**config.mk**
```make
export PLATFORM = sky130hd
export DESIGN_NAME = mips_fetch_stage
export DESIGN_NICKNAME = d
export VERILOG_FILES = /design/src/rtl/mips_fetch_stage.sv
export SDC_FILE = /design/constraint.sdc
export NUM_CORES = 1
export LEC_CHECK = 0
export ABC_AREA = 1
export ABC_CLOCK_PERIOD_IN_PS = 5000
export CORE_MARGIN = 1.5
export CORE_UTILIZATION = 47
export CTS_CLUSTER_SIZE = 14
export DETAILED_ROUTE_END_ITERATION = 10
export PLACE_DENSITY = 0.79
export SLEW_MARGIN = 20
export SYNTH_ARGS = -nofsm -noshare
export SYNTH_HDL_FRONTEND = slang
export SYNTH_SLANG_ARGS = --single-unit
export TNS_END_PERCENT = 30
```
**constraint.sdc**
```tcl
create_clock -name clk -period 5 [get_ports clk]
set_clock_uncertainty 0.05 [all_clocks]
set_input_delay 1 -clock clk [delete_from_list [all_inputs] [get_ports clk]]
set_output_delay 1 -clock clk [all_outputs]
set_load 0.02 [all_outputs]
```
**src/rtl/mips_fetch_stage.sv**
```systemverilog
// rtl/mips_fetch_stage.sv - IF stage of a 5-stage MIPS32 pipeline
//
// Purpose:
//   Holds the program counter and presents it as the instruction memory
//   address. The memory answers in the same cycle. The returned word and
//   PC+4 are captured into the IF/ID pipeline register. The hazard unit
//   can stall the stage. A branch or jump resolved in ID can redirect it.
//
// Ports:
//   clk             in   1   system clock, rising edge
//   rst             in   1   asynchronous, active-high reset
//   stall           in   1   hold PC, IF/ID and fetch_count
//   redirect_valid  in   1   load redirect_pc and squash IF/ID (beats stall)
//   redirect_pc     in   32  redirect target byte address (aligned on load)
//   imem_addr       out  32  byte address to instruction memory (== pc)
//   imem_instr      in   32  instruction word for imem_addr, same cycle
//   if_id_instr     out  32  IF/ID instruction register
//   if_id_pc4       out  32  IF/ID PC+4 register
//   if_id_valid     out  1   IF/ID holds a real (non-squashed) instruction
//   redirect_misal  out  1   one-cycle pulse: last redirect target was misaligned
//   fetch_count     out  32  instructions delivered to ID (modulo 2^32)

module mips_fetch_stage #(
  parameter logic [31:0] RESET_PC  = 32'h0000_0000,
  parameter logic [31:0] NOP_INSTR = 32'h0000_0000
) (
  input  logic        clk,
  input  logic        rst,
  input  logic        stall,
  input  logic        redirect_valid,
  input  logic [31:0] redirect_pc,
  output logic [31:0] imem_addr,
  input  logic [31:0] imem_instr,
  output logic [31:0] if_id_instr,
  output logic [31:0] if_id_pc4,
  output logic        if_id_valid,
  output logic        redirect_misal,
  output logic [31:0] fetch_count
);

  logic [31:0] pc;
  logic [31:0] pc_plus4;

  // This addition is 32-bit modulo, so 0xFFFF_FFFC wraps to 0.
  assign pc_plus4  = pc + 32'd4;
  assign imem_addr = pc;

  always_ff @(posedge clk or posedge rst) begin
    if (rst) begin
      // The low bits are dropped so that the pc is always word aligned,
      // even when the reset vector is misaligned.
      pc             <= {RESET_PC[31:2], 2'b00};
      if_id_instr    <= NOP_INSTR;
      if_id_pc4      <= 32'd0;
      if_id_valid    <= 1'b0;
      redirect_misal <= 1'b0;
      fetch_count    <= 32'd0;
    end else if (redirect_valid) begin
      // The word fetched this cycle is on the wrong path, so it is squashed.
      // A misaligned target is aligned here. It is only flagged, never trapped.
      pc             <= {redirect_pc[31:2], 2'b00};
      if_id_instr    <= NOP_INSTR;
      if_id_pc4      <= 32'd0;
      if_id_valid    <= 1'b0;
      redirect_misal <= |redirect_pc[1:0];
    end else if (stall) begin
      redirect_misal <= 1'b0;
    end else begin
      pc             <= pc_plus4;
      if_id_instr    <= imem_instr;
      if_id_pc4      <= pc_plus4;
      if_id_valid    <= 1'b1;
      fetch_count    <= fetch_count + 32'd1;
      redirect_misal <= 1'b0;
    end
  end

endmodule

```
==> summary.md, run 1 <==
| Metric | Value |
|---|---|
| Placer Congestion | `0.892` |
| Commonest cells post-synth | `nand2_1 (259), dfrtp_1 (127), nand3_1 (67)` |
| Synth Register Bits | `127` |
| Worst EP required | `5260 ps` |
| Final Hold Viols | `0` |
| Final antenna-violating net count | `0` |
| CTS tree | `built` |
| Type of destination of the critical path | `flop` |
| First-pass GRT wire length | `28,800 µm` |
| Syn_area_per_cell | `between 8 and 9 µm²` |
| Final setup viols | `0` |
| Initial drt markers | `463` |
| Post-Place Cells | `1,089` |
| DR DRC count | `0` |
| Worst setup path category | `in -> reg` |
| Pwr/cell area | `about 350 mW/mm²` |
| Routed WL | `17,900 µm` |
| Post-synth top area share | `51.5%` |
| Max frequency | `349 MHz` |
| Final total power | `between 3000 and 4000 µW` |
| Post-CTS Resized | `0` |
| Reg clk slew, reported paths | `~60 ps` |
| Routed WL per cell | `around 16 µm` |
| Final min period | `2870 ps` |
| Synth area leaders | `dfrtp_1 (52%), nand2_1 (16%), nand3_1 (5.4%)` |
| Nets@finish | `1,006` |
| Placed instance area | `a little over 0.008 mm²` |
| Layout cells sized above 1 | `8.01%` |
| Crit start category | `input port` |
| Netlist Area Pre-Place | `0.00617 mm²` |
| Clock buffer depth | `2` |
| H-tree depth | `4` |
| Design Area, Final | `0.00893 mm²` |
| Die Height | `118 µm` |
| CTS Hold Buffers Added | `0` |
| Rows | `slightly above 40` |
| IO Port Bufs | `195` |
| Top-count cell post-synth | `nand2_1` |
| Final max-slew violation count | `0` |
| Setup_tns | `0 ps` |
| Outcome | `complete, no violations` |
| Die width | `118 µm` |
| Synthesized netlist cell count | `738` |
| Worst Path Max Fanout | `33` |
| Postcts setup bufs | `0` |
| I/O Pins | `198` |
| Max-cap check violation count | `0` |
| Vias | `5,772` |
| Root Driver | `clkbuf_16` |
| Yosys warnings | `0` |
| Largest net degree at the start of global routing | `70` |
| Synth unique cells | `34` |
| Vias in the first global route | `5,523` |
| Initial antenna violation count | `0` |
| Avg Vias per Cell | `5.15` |
| Arr. time, crit path | `approximately 3100 ps` |
| P_leak | `0.00422 µW` |
| Final HPWL DP | `12,500 µm` |
| Area of the core | `roughly 0.013 mm²` |
| Top FF cell, synth | `dfrtp_1` |
| Post-synthesis sequential area ratio | `51.5%` |
| Unrepaired setup endpoints after global routing | `no` |
| Core Util, Final | `70.2%` |
| Starting density of the core | `48.5%` |
| Final Cycle Share | `57.3%` |
| Area Growth Syn to Fin | `44.7%` |
| Post-synth EDFFs | `0` |
| Hold Path Class | `reg -> reg` |
| Area leader, netlist | `dfrtp_1` |
| Die Area | `0.0138 mm²` |
| ANT cells | `0` |
| CTS buffer count | `17` |
| Clk sinks | `127` |
| Overall global routing resource usage | `a little over a quarter` |
| 1st-pass router iterations | `5` |
| Slew @ Worst Pin | `around 850 ps` |
| Max-slew headroom | `43.6%` |
| Peak supply drop | `210 µV` |
| GR Overflow Total | `0` |
| Clk_lat worst skew | `420 ps` |
| Post-route insts no fill | `1,121` |
| FFs w/ async S/R, synth | `between 90% and 100%` |
[cells in the final DEF, fill, tap and decap left out, drive strengths merged]
master	synthesis	final
nor2	67	67
clkinv	0	5
buf	17	5
nand2	265	265
nand4	11	11
nand3	68	68
clkinvlp	0	3
dfrtp	127	127
a21oi	3	3
o211ai	4	4
clkdlybuf4s50	0	195
nor3	7	7
o21ai	21	21
a22o	32	32
ha	2	2
o21bai	6	6
and2	2	2
conb	1	2
nand3b	4	4
xnor2	12	12
xor2	9	9
clkbuf	5	18
inv	74	75
bufinv	0	5
or2	1	1
[routing by layer]
metal	track usage (%)	wire (µm)
met1	36.2	7860
met2	41.8	8460
met3	5.86	1310
met4	7.93	238
met5	0	0
[kinds of logic after synthesis]
| group | count (synthesis) | synth area share (%) |
|---|---|---|
| xor gates and xnor gates | 21 | 3.10 |
| and+or+nand+nor | 425 | 30.9 |
| DFF | 127 | 51.5 |
| buffers and inverters | 96 | 6.35 |
| other | 1 | 0.0608 |
| AOI/OAI and AO/OA | 66 | 7.71 |
| adders and majority gates | 2 | 0.406 |
[power breakdown]
part / total, µW / leakage, µW / internal [µW] / switching (µW)
sequential: 1200 / 0.00166 / 1110 / 91.3
combinational: 550 / 0.00226 / 257 / 293
clock: 1340 / 0.000306 / 883 / 459
total: 3090 / 0.00422 / 2250 / 843
[through the flow]
stage          setup WS, ps  hold WS (ps)
2_1_floorplan           566           532
3_3_place_gp           1770           405
3_5_place_dp           1710           415
4_1_cts                2120           427
5_1_grt                2020           449
6_report               2130           426
[critical path: stages]
cell	delay (ps)
clkdlybuf4s50_1	390
buf_4	260
nor2_4	670
nand3b_1	180
nor2_2	260
nand2_1	150
o21ai_1	140
nand2_1	60
[final timing paths]
check / startpoint / endpoint / slack [ps] / depth (start not counted)
max: redirect_valid / fetch_count[30] / 2130 / 8
min: if_id_pc4[21] / if_id_pc4[21] / 430 / 2
max in group asynchronous: rst / imem_addr[18] / 3050 / 3
min reg2reg: if_id_pc4[21] / if_id_pc4[21] / 430 / 2
min in group asynchronous: rst / if_id_instr[7] / 1040 / 2
max reg2reg: imem_addr[3] / imem_addr[18] / 3200 / 8
[area by class of cell]
| type | instances | area, µm² |
|---|---|---|
| clock buffer | 18 | 429 |
| clock inverter | 14 | 214 |
| fill | 1012 | 3800 |
| inverter | 74 | 280 |
| multi-input combinational | 516 | 2610 |
| sequential | 127 | 3180 |
| tap | 172 | 215 |
| timing repair buffer | 200 | 2000 |
[flip-flops by register name, indices dropped and copies added (netlist names)]
| register | count |
|---|---|
| fetch_count | 32 |
| if_id_instr | 32 |
| if_id_pc4 | 31 |
| if_id_valid | 1 |
| imem_addr | 30 |
| redirect_misal | 1 |
(Power assumes the default switching activity.)
==> run 2, diff against run 1 <==
Settings changed: ABC_CLOCK_PERIOD_IN_PS 5000 to 2800.
Clock period 5 ns to 2.8 ns, I/O delays scaled along.
==> run 2 against run 1 <==
Compared with the run above:
- sequential power increased by 79%
- final cell count about the same
- clock power increased by 71%
- combinational power increased by 79%
- power increased by 75%
- setup slack got worse by 1500 ps
- wire length decreased by 0.47%
- worst hold slack improved by 0.62 ps
- largest power group unchanged
==> summary.md, run 2 (synthesis results as in run 1) <==
| Metric | Value |
|---|---|
| Stages on the worst setup path | `1 (-7)` |
| Worst setup path category | `reg -> out` |
| Final setup viols | `0 (unchanged)` |
| GR Overflow Total | `0 (unchanged)` |
| Nets@finish | `1,007 (+0.099%)` |
| Vias | `5,735 (-0.64%)` |
| ANT cells | `0 (unchanged)` |
| Max-cap check violation count | `0 (unchanged)` |
| 1st-pass router iterations | `5 (unchanged)` |
| Post-CTS Resized | `0 (unchanged)` |
| Critical-path top delay cell | `clkdlybuf4s50_1` |
| Largest net degree at the start of global routing | `128 (+83%)` |
| Outcome | `complete, no violations` |
| Clk_lat worst skew | `420 ps (about the same)` |
| Cell Chain, Critical Path | `clkdlybuf4s50_1` |
| Crit start category | `flop` |
| Clk sinks | `127 (unchanged)` |
| Fin Hold WS | `427 ps (+0.621 ps)` |
| Setup_tns | `0 ps (unchanged)` |
| Initial antenna violation count | `0 (unchanged)` |
| P_leak | `0.00422 µW (about the same)` |
| Die Height | `118 µm (unchanged)` |
| Buf/Inv on CP | `1 (-1)` |
| Layout cells sized above 1 | `8.11% (+0.097 points)` |
| Starting density of the core | `48.5% (unchanged)` |
| Worst EP required | `2190 ps (-3070 ps)` |
| Initial drt markers | `452 (-2.4%)` |
| First-pass GRT wire length | `29,200 µm (+1.3%)` |
| Hold wc startpoint | `if_id_pc4[29]` |
| I/O Pins | `198 (unchanged)` |
| Overall global routing resource usage | `26.7% (+0.43 points)` |
| Rows | `41 (unchanged)` |
| Root Driver | `clkbuf_16` |
| CTS buffer count | `17 (unchanged)` |
| Final Hold Viols | `0 (unchanged)` |
| Cell family with most CP delay | `buffers and inverters` |
| Vias in the first global route | `5,577 (+0.98%)` |
| Most frequent cells in the layout | `nand2_1 (259), clkdlybuf4s50_1 (195), dfrtp_1 (127)` |
| Area Growth Syn to Fin | `44.6% (about the same)` |
| Worst reg2reg path depth | `8 (unchanged)` |
| Commonest non-fill, non-tap cell in the layout | `nand2_1` |
| Hold endpoint | `if_id_pc4[29]` |
| CTS tree | `built` |
| Pwr/cell area | `608 mW/mm² (+75%)` |
| Die Area | `0.0138 mm² (unchanged)` |
| H-tree depth | `4 (unchanged)` |
| Final Cycle Share | `78.6%` |
| Die width | `118 µm (unchanged)` |
| DR DRC count | `0 (unchanged)` |
| Avg Vias per Cell | `5.11 (-0.73%)` |
| Routed WL | `17,800 µm (-0.47%)` |
| Worst Path Max Fanout | `6 (-82%)` |
| Slew @ Worst Pin | `677 ps (-169 ps)` |
| Placer Congestion | `0.916 (+2.6%)` |
| CTS Hold Buffers Added | `0 (unchanged)` |
| Final HPWL DP | `12,400 µm (-0.57%)` |
| IO Port Bufs | `195 (unchanged)` |
| Arr. time, crit path | `1590 ps (-1540 ps)` |
| Fillers | `1,025 (+1.3%)` |
| Hold Path Class | `reg -> reg` |
| Final antenna-violating net count | `0 (unchanged)` |
| Max-slew headroom | `54.9% (+11 points)` |
| Crit Reg-Reg Startpoint | `imem_addr[3]` |
| Core Util, Final | `70.1% (about the same)` |
| Area of the core | `0.0127 mm² (unchanged)` |
| Reg clk slew, reported paths | `50 ps (about the same)` |
| Reg2Reg Setup Slack | `1020 ps (-2180 ps)` |
| Postcts setup bufs | `0 (unchanged)` |
| Unrepaired setup endpoints after global routing | `no` |
| Delay of the slowest cell on the worst path | `680 ps (about the same)` |
| Routed WL per cell | `15.8 µm (-0.56%)` |
| Final max-slew violation count | `0 (unchanged)` |
| Type of destination of the critical path | `output port` |
| Final min period | `2200 ps` |
| Peak supply drop | `500 µV (+140%)` |
| Largest registers | `fetch_count (32), if_id_instr (32), if_id_pc4 (31)` |
| Max frequency | `454 MHz` |
| Clock buffer depth | `2 (unchanged)` |
| Hold Path Stages | `2 (unchanged)` |
| RR Endpoint | `if_id_pc4[24]` |
run 2: how the worst max path moves through the flow:
stage	from	to	slack (ps)
after floorplan	rst	fetch_count[0]	620
after global placement	redirect_valid	fetch_count[21]	580
after detailed placement	redirect_valid	if_id_instr[5]	540
final	imem_addr[16]	imem_addr[16]	600
after CTS	imem_addr[16]	imem_addr[16]	590
after global routing	imem_addr[16]	imem_addr[16]	550
run 2: where the power goes:
part | leakage (µW) | total [µW] | internal (µW) | switching [µW]
Combinational | 0.00226 | 985 | 462 | 523
Sequential | 0.00166 | 2150 | 1980 | 164
Clock | 0.000302 | 2290 | 1490 | 798
run 2: routing by layer:
layer,global-route usage [%],routed length (µm),up-vias
met5,0,0,-
met4,8.99,327,0
met3,7.07,1290,31
met2,41.0,8070,240
met1,37.0,8090,2693
li1,-,-,2771
run 2: cell type report:
type	count	area, µm²	area share, %
tap	172	215	2.41
clock inverter	10	134	1.50
inverter	74	282	3.16
timing repair buffer	201	2020	22.7
sequential	127	3180	35.6
multi-input combinational	516	2610	29.2
clock buffer	22	484	5.43
run 2: through the flow:
| stage | area [µm²] | std cells | total power, µW | setup slack [ps] |
|---|---|---|---|---|
| global placement | 8300 | 1090 | 3140 | 576 |
| detailed placement | 8300 | 1090 | 3160 | 542 |
| finish | 8920 | 1122 | 5420 | 599 |
| floorplan | 6180 | 739 | 2640 | 623 |
| CTS | 8920 | 1122 | 5450 | 589 |
| global route | 8920 | 1122 | 5630 | 551 |
